==> config.mk <==
export PLATFORM = sky130hd
export DESIGN_NAME = cache_mem_arbiter
export DESIGN_NICKNAME = d
export VERILOG_FILES = /design/src/rtl/cache_arb_pkg.sv /design/src/rtl/arb_pick.sv /design/src/rtl/cache_mem_arbiter.sv
export SDC_FILE = /design/constraint.sdc
export NUM_CORES = 1
export LEC_CHECK = 0
export ABC_CLOCK_PERIOD_IN_PS = 1900
export BUFFER_PORTS_ARGS = -buffer_cell sky130_fd_sc_hd__buf_2
export CAP_MARGIN = 5
export CORE_AREA = 2 2 284 286
export DETAILED_ROUTE_END_ITERATION = 10
export DIE_AREA = 0 0 286 288
export GPL_TIMING_DRIVEN = 0
export SLEW_MARGIN = 15
export SYNTH_ARGS = -nofsm -noshare
export SYNTH_HDL_FRONTEND = slang
export SYNTH_SLANG_ARGS = --single-unit
==> constraint.sdc <==
create_clock -name clk -period 1.9 [get_ports clk]
set_input_delay 0.095 -clock clk [delete_from_list [all_inputs] [get_ports clk]]
set_output_delay 0.095 -clock clk [all_outputs]
set_load 0.05 [all_outputs]
==> src/rtl/cache_arb_pkg.sv <==
// Shared types and defaults for the cache/memory arbiter.
package cache_arb_pkg;

    localparam int unsigned ADDR_W_DEF = 28;
    localparam int unsigned DATA_W_DEF = 128;

    typedef enum logic [1:0] {
        IDLE    = 2'd0,
        GRANT_I = 2'd1,
        GRANT_D = 2'd2,
        RELEASE = 2'd3
    } arb_state_t;

    localparam logic REQ_I = 1'b0;
    localparam logic REQ_D = 1'b1;

    // The requester that is not 'id'.
    function automatic logic other_req(input logic id);
        return (id == REQ_I) ? REQ_D : REQ_I;
    endfunction

endpackage

==> src/rtl/arb_pick.sv <==
// Combinational winner selection between I-cache and D-cache requests.
module arb_pick
    import cache_arb_pkg::*;
#(
    parameter bit RR_EN = 1'b0
) (
    input  logic i_req,
    input  logic d_req,
    input  logic last,
    output logic winner_c,
    output logic valid_c
);

    // On a tie, fixed mode favours D; rotating mode favours whoever was not served last.
    always_comb begin
        valid_c  = i_req | d_req;
        winner_c = REQ_I;
        if (i_req && d_req) begin
            winner_c = RR_EN ? other_req(last) : REQ_D;
        end else if (d_req) begin
            winner_c = REQ_D;
        end
    end

endmodule

==> src/rtl/cache_mem_arbiter.sv <==
// Arbitrates the off-chip memory port between I-cache and D-cache block requests.
// Optional CACHE_ARB_ROUND_ROBIN_EN: alternate priority on simultaneous requests.
module cache_mem_arbiter
    import cache_arb_pkg::*;
#(
    parameter int unsigned ADDR_W = ADDR_W_DEF,
    parameter int unsigned DATA_W = DATA_W_DEF
) (
    input  logic              clk,
    input  logic              rst_n,
    input  logic              i_read,
    input  logic [ADDR_W-1:0] i_addr,
    output logic [DATA_W-1:0] i_rdata,
    output logic              i_ready,
    input  logic              d_read,
    input  logic              d_write,
    input  logic [ADDR_W-1:0] d_addr,
    input  logic [DATA_W-1:0] d_wdata,
    output logic [DATA_W-1:0] d_rdata,
    output logic              d_ready,
    output logic              mem_read,
    output logic              mem_write,
    output logic [ADDR_W-1:0] mem_addr,
    output logic [DATA_W-1:0] mem_wdata,
    input  logic [DATA_W-1:0] mem_rdata,
    input  logic              mem_ready
);

    arb_state_t        state_q, state_d;
    logic              mem_read_q, mem_read_d;
    logic              mem_write_q, mem_write_d;
    logic [ADDR_W-1:0] mem_addr_q, mem_addr_d;
    logic [DATA_W-1:0] mem_wdata_q, mem_wdata_d;
    logic              i_ready_q, i_ready_d;
    logic              d_ready_q, d_ready_d;
    logic [DATA_W-1:0] i_rdata_q, i_rdata_d;
    logic [DATA_W-1:0] d_rdata_q, d_rdata_d;
    logic              pick_winner;
    logic              pick_valid;
    logic              last_q;

`ifdef CACHE_ARB_ROUND_ROBIN_EN
    localparam bit RR_EN = 1'b1;
    logic last_d;

    always_ff @(posedge clk or negedge rst_n) begin
        if (!rst_n) begin
            last_q <= REQ_I;
        end else begin
            last_q <= last_d;
        end
    end
`else
    localparam bit RR_EN = 1'b0;
    assign last_q = REQ_I;
`endif

    arb_pick #(
        .RR_EN (RR_EN)
    ) u_pick (
        .i_req    (i_read),
        .d_req    (d_read | d_write),
        .last     (last_q),
        .winner_c (pick_winner),
        .valid_c  (pick_valid)
    );

    // State and output registers.
    always_ff @(posedge clk or negedge rst_n) begin
        if (!rst_n) begin
            state_q     <= IDLE;
            mem_read_q  <= 1'b0;
            mem_write_q <= 1'b0;
            mem_addr_q  <= '0;
            mem_wdata_q <= '0;
            i_ready_q   <= 1'b0;
            d_ready_q   <= 1'b0;
            i_rdata_q   <= '0;
            d_rdata_q   <= '0;
        end else begin
            state_q     <= state_d;
            mem_read_q  <= mem_read_d;
            mem_write_q <= mem_write_d;
            mem_addr_q  <= mem_addr_d;
            mem_wdata_q <= mem_wdata_d;
            i_ready_q   <= i_ready_d;
            d_ready_q   <= d_ready_d;
            i_rdata_q   <= i_rdata_d;
            d_rdata_q   <= d_rdata_d;
        end
    end

    // Next-state and next-output logic.
    always_comb begin
        state_d     = state_q;
        mem_read_d  = mem_read_q;
        mem_write_d = mem_write_q;
        mem_addr_d  = mem_addr_q;
        mem_wdata_d = mem_wdata_q;
        i_ready_d   = 1'b0;
        d_ready_d   = 1'b0;
        i_rdata_d   = i_rdata_q;
        d_rdata_d   = d_rdata_q;
`ifdef CACHE_ARB_ROUND_ROBIN_EN
        last_d      = last_q;
`endif

        case (state_q)
            IDLE: begin
                if (pick_valid) begin
`ifdef CACHE_ARB_ROUND_ROBIN_EN
                    last_d = pick_winner;
`endif
                    if (pick_winner == REQ_D) begin
                        state_d    = GRANT_D;
                        mem_addr_d = d_addr;
                        // A pending write-back goes before a pending read.
                        if (d_write) begin
                            mem_write_d = 1'b1;
                            mem_wdata_d = d_wdata;
                        end else begin
                            mem_read_d = 1'b1;
                        end
                    end else begin
                        state_d    = GRANT_I;
                        mem_addr_d = i_addr;
                        mem_read_d = 1'b1;
                    end
                end
            end
            GRANT_I: begin
                if (mem_ready) begin
                    mem_read_d  = 1'b0;
                    mem_write_d = 1'b0;
                    i_rdata_d   = mem_rdata;
                    i_ready_d   = 1'b1;
                    state_d     = RELEASE;
                end
            end
            GRANT_D: begin
                if (mem_ready) begin
                    if (mem_read_q) begin
                        d_rdata_d = mem_rdata;
                    end
                    mem_read_d  = 1'b0;
                    mem_write_d = 1'b0;
                    d_ready_d   = 1'b1;
                    state_d     = RELEASE;
                end
            end
            // One dead cycle lets the just-served requester drop its request.
            RELEASE: state_d = IDLE;
            default: state_d = IDLE;
        endcase
    end

    assign mem_read  = mem_read_q;
    assign mem_write = mem_write_q;
    assign mem_addr  = mem_addr_q;
    assign mem_wdata = mem_wdata_q;
    assign i_ready   = i_ready_q;
    assign d_ready   = d_ready_q;
    assign i_rdata   = i_rdata_q;
    assign d_rdata   = d_rdata_q;

endmodule

# Yosys cells after proc, flatten, opt, wreduce, memory -nomap -nowiden
# Cells that the tools add are included.
# op_classes
n_eq_ne	8
mux	19
n_bitwise	2
n_reduce_logical	11
# op_table
op	count
two-way mux 28 bit	1
two-way mux 1 bit	12
AND reduction 4 bit	2
two-way mux 2 bit	3
inequality test 2 bit, second input constant	3
one-hot mux 2 bit (3 select lines)	1
AND reduction 2 bit	3
AND reduction 5 bit	1
== test 2 bit, second input constant	2
one-hot mux 1 bit (2 select lines)	2
inequality test 3 bit, second input constant	1
AND reduction 3 bit	1
== test 2 x 1 -> 1 bit, second input constant	1
logical NOT 2 bit	1
inequality test 2 x 1 -> 1 bit, second input constant	1
bitwise OR 1 bit	2
nonzero test 2 bit	1
OR reduction 2 bit	1
logical AND 1 bit	1
# word_totals
ff_bits	418
out_inout_bits	416

# Depth between registers and ports, before layout
# depth
ltp_word	6
ltp_mapped	7

# By module
# Synthesis repeated with hierarchy kept, for this count alone.
# hier_totals
hier_cells	969
area_unflattened_um2	16005.4
# modules_own_cells
module	instances	cells_each	area_per_inst_um2	seq_area_each_um2
cache_mem_arbiter	1	967	15995.3	10460.0
arb_pick	1	2	10.0	0.0

# Worst setup path after synthesis
# No wires, ideal clock.
# synth_path
path_kind	reg-to-reg
start	reg state_q[0]
end	reg d_rdata_q[100] (netlist: d_rdata[100])
arrival_time_ps	1430
t_required_ps	1775
setup_slack_ps	345
stages_incl_launch_ff	8
path_buffers	2
cell_sequence	dfrtp_1 > inv_1 > ha_1 > and2_4 > nand2_4 > buf_12 > buf_12 > mux2_4
# synth_via
elab_chain_cells	2
# synth_rtl
element	line_no	rtl
from (decl)	cache_mem_arbiter.sv:29	arb_state_t state_q, state_d;
from (signal assigned)	cache_mem_arbiter.sv:81	state_q <= state_d;
== test 2 bit	cache_mem_arbiter.sv:108	case (state_q)
AND reduction 3 bit (no source line)	-	
to (signal assigned)	cache_mem_arbiter.sv:89	d_rdata_q <= d_rdata_d;
to (decl)	cache_mem_arbiter.sv:37	logic [DATA_W-1:0] d_rdata_q, d_rdata_d;
# No other way between the ends.
# A chain may end at the register's enable or synchronous reset.

# Worst setup path after layout
# layout_path
start	reg state_q[0]
end	reg mem_wdata_q[60] (netlist: mem_wdata[60])
# layout_via
elab_chain_cells	2
# layout_rtl
element	line_no	rtl
logical NOT 2 bit	cache_mem_arbiter.sv:108	
AND reduction 4 bit (no source line)	-	
to (signal assigned)	cache_mem_arbiter.sv:85	mem_wdata_q <= mem_wdata_d;
to (decl)	cache_mem_arbiter.sv:33	logic [DATA_W-1:0] mem_wdata_q, mem_wdata_d;
# No other way between the ends.

==> out/qor.yml <==
status: "finished clean"
seq_area_sq_um: 10500
die-area_sq_um: 82400
crit_fanout: 10
p_per_area_nw_per_um2: 2050
via_per_inst: 3.97
core_sq_um: 79600
layout_commonest_cell: "buf_2"
clkTransAtPathRegs_ns: 0.06
cts_root_buffer: "clkbuf_16"
rsz0062_at_grt: "true"
clk_path_buf_depth: 3
synth_cell_types: 23
fin_area_sq_um: 26400
p_leak_nw: 13.2
finalMaxSlewViolations: 0
vias: 12562
grt_pass1_vias: 13887
htree_levels: 2
die_height_um: 288
dp_hpwl_mm: 40.9
critPathRequiredTime_ns: 2.35
fillers: 7798
gr-total-overflow: 0
initial_core_util_pct: 20.7
endpoint_kind: "register"
min_period_ns: 1.83
r2r_end: "mem_wdata[60]$_DFFE_PN0P_"
vdd_drop_max_mv: 1.45
numPortBuffers: 733
tritoncts: "built"
synth_edf_count: 0
synth_ff_type: "dfrtp_1"
critPathKind: "reg -> reg"
wire_per_inst_um: 17.9
antenna_found_initial: 4
postRouteWirelength_mm: 56.8
rows: 104
ys.warnings.count: 0
clk_latency_ns: 0.58
final_cell_mix: "737 x buf_2, 418 x dfrtp_1, 319 x dlygate4sd3_1"
clkSinkCount: 418
setup-violations-final: 0
syn2layout_area_growth_pct: 60.2
start_kind: "register"
yosysTopAreaCellShare_pct: 63.4
max_slew_margin_pct: 60.8
ios: 734
grt_start_max_net_pins: 107
r2r_slack_ns: 0.07
period_share_pct: 96.1
holdWs_ns: 0.0910
max_cap_violations: 0
r2r-start: "state_q[0]$_DFFE_PN0P_"
drive_gt1_share_pct: 59.5
ys_top_cells_by_area: "dfrtp_1 63%, mux2_2 18%, mux2_4 11%"
finalHoldViolCount: 0
first_pass_iters: 4
diodes: 0
drc: 0
ys_ff_latch: 418
postPlaceCellArea_sq_um: 21600
ys_async_sr_fraction_pct: 100
fmax_ghz: 0.548
multi_input_area_sq_um: 5500
synthCells: 966
ant_nets: 0
dieWidth_um: 286
yosys.area.top_type: "dfrtp_1"
syn-cell-area_sq_um: 16500
synth.yosys.seq_area_share_pct: 63.4
worst_slew_pin_slew_ns: 0.588
place.gp.congestion: 0.888
syn_nets: 1288
drt_iter0_drc: 364
grt_pass1_wl_mm: 83.6
cts_buffers: 46
fin_nets: 2393
crit_arrival_ns: 2.28
grt_usage_pct: 13.2
syn_avg_cell_area_sq_um: 17.1
reg2reg_depth: 6
fin_util_pct: 33.2
hp-class: "in -> async"
skew_ns: 0.0252
==> cell families after synthesis <==
family / Yosys count / share of synthesized area [%]
compound gates: 37 / 1.17
fa+ha+maj: 4 / 0.303
buf+inv: 55 / 3.37
flops: 418 / 63.4
mux: 415 / 30.8
simple gates: 37 / 0.970
==> worst max-delay path, stage by stage (launching register included) <==
cell and delay, ns:
dfrtp_1 0.35, inv_1 0.09, ha_1 0.29, nand2_4 0.13, buf_4 0.21, buf_2 0.28
mux2_2 0.37
==> registers in the layout (all words and copies together), names as in the netlist <==
name       count
d_rdata      128
i_rdata      128
mem_wdata    128
mem_addr      28
state_q        2
d_ready        1
i_ready        1
mem_read       1
mem_write      1
==> layout make-up <==
| cell class | instances | area share, % |
|---|---|---|
| flip-flops and latches | 418 | 39.6 |
| repair buffers | 1057 | 26.5 |
| multi-input cells | 493 | 20.8 |
| clock buffers | 73 | 5.50 |
| well taps | 1060 | 5.02 |
| plain buffers | 51 | 2.20 |
| clock inverters | 10 | 0.393 |
| inverters | 4 | 0.0568 |
==> metal layers <==
layer,vias up,part of all wire [%],track usage (%)
li1,5604,-,-
met1,6302,37,14.1
met2,534,52,24.1
met3,116,6.7,3.43
met4,6,4.4,6.15
met5,-,0.072,0
==> through the flow <==
| step | setup WS (ns) | TNS, ns | power (W) | cells |
|---|---|---|---|---|
| 2_1_floorplan | 0.345 | 0 | 0.0370 | 966 |
| 6_report | 0.0741 | 0 | 0.0543 | 3166 |
| 3_5_place_dp | -0.362 | -31.21 | 0.0447 | 2763 |
| 5_1_grt | -0.0545 | -1.62 | 0.0566 | 3166 |
| 3_3_place_gp | -7.43 | -3094.42 | 0.0442 | 2759 |
| 4_1_cts | 0.00897 | 0 | 0.0546 | 3166 |
==> where the power goes <==
part	internal [W]	total [W]	switching, W
Clock	0.00537	0.00906	0.00368
Sequential	0.0133	0.0157	0.00246
Combinational	0.00858	0.0295	0.0209
Total	0.0272	0.0543	0.0271
==> Yosys cell counts (all sizes together), types with 2 or more instances <==
library cell  count
ha                4
mux2i            30
a31oi             2
nand2            30
buf              50
mux2            385
inv               4
and2              2
dfrtp           418
o21ai            31
nor2              3
a21oi             2
==> worst max path at each step <==
| stage | end | depth (start not counted) | from | slack [ns] |
|---|---|---|---|---|
| 2_1_floorplan | d_rdata[100]$_DFFE_PN0P_ | 7 | state_q[0]$_DFFE_PN0P_ | 0.35 |
| 3_3_place_gp | mem_addr[0]$_DFFE_PN0P_ | 1 | rst_n | -7.43 |
| 3_5_place_dp | mem_wdata[25]$_DFFE_PN0P_ | 6 | state_q[0]$_DFFE_PN0P_ | -0.36 |
| 4_1_cts | mem_wdata[101]$_DFFE_PN0P_ | 6 | state_q[0]$_DFFE_PN0P_ | 0.009 |
| 5_1_grt | mem_wdata[18]$_DFFE_PN0P_ | 6 | state_q[1]$_DFFE_PN0P_ | -0.05 |
| 6_report | mem_wdata[60]$_DFFE_PN0P_ | 6 | state_q[0]$_DFFE_PN0P_ | 0.07 |
==> what timing repair did <==
action / CTS / global route
hold buffers: 320 / 0
hold endpoints to repair: 636 / 0
gates cloned: 0 / 0
endpoints found under the setup margin: 128 / 101
setup buffers: 0 / 0
gates resized for setup: 8 / 10
(Power assumes the default switching activity.)
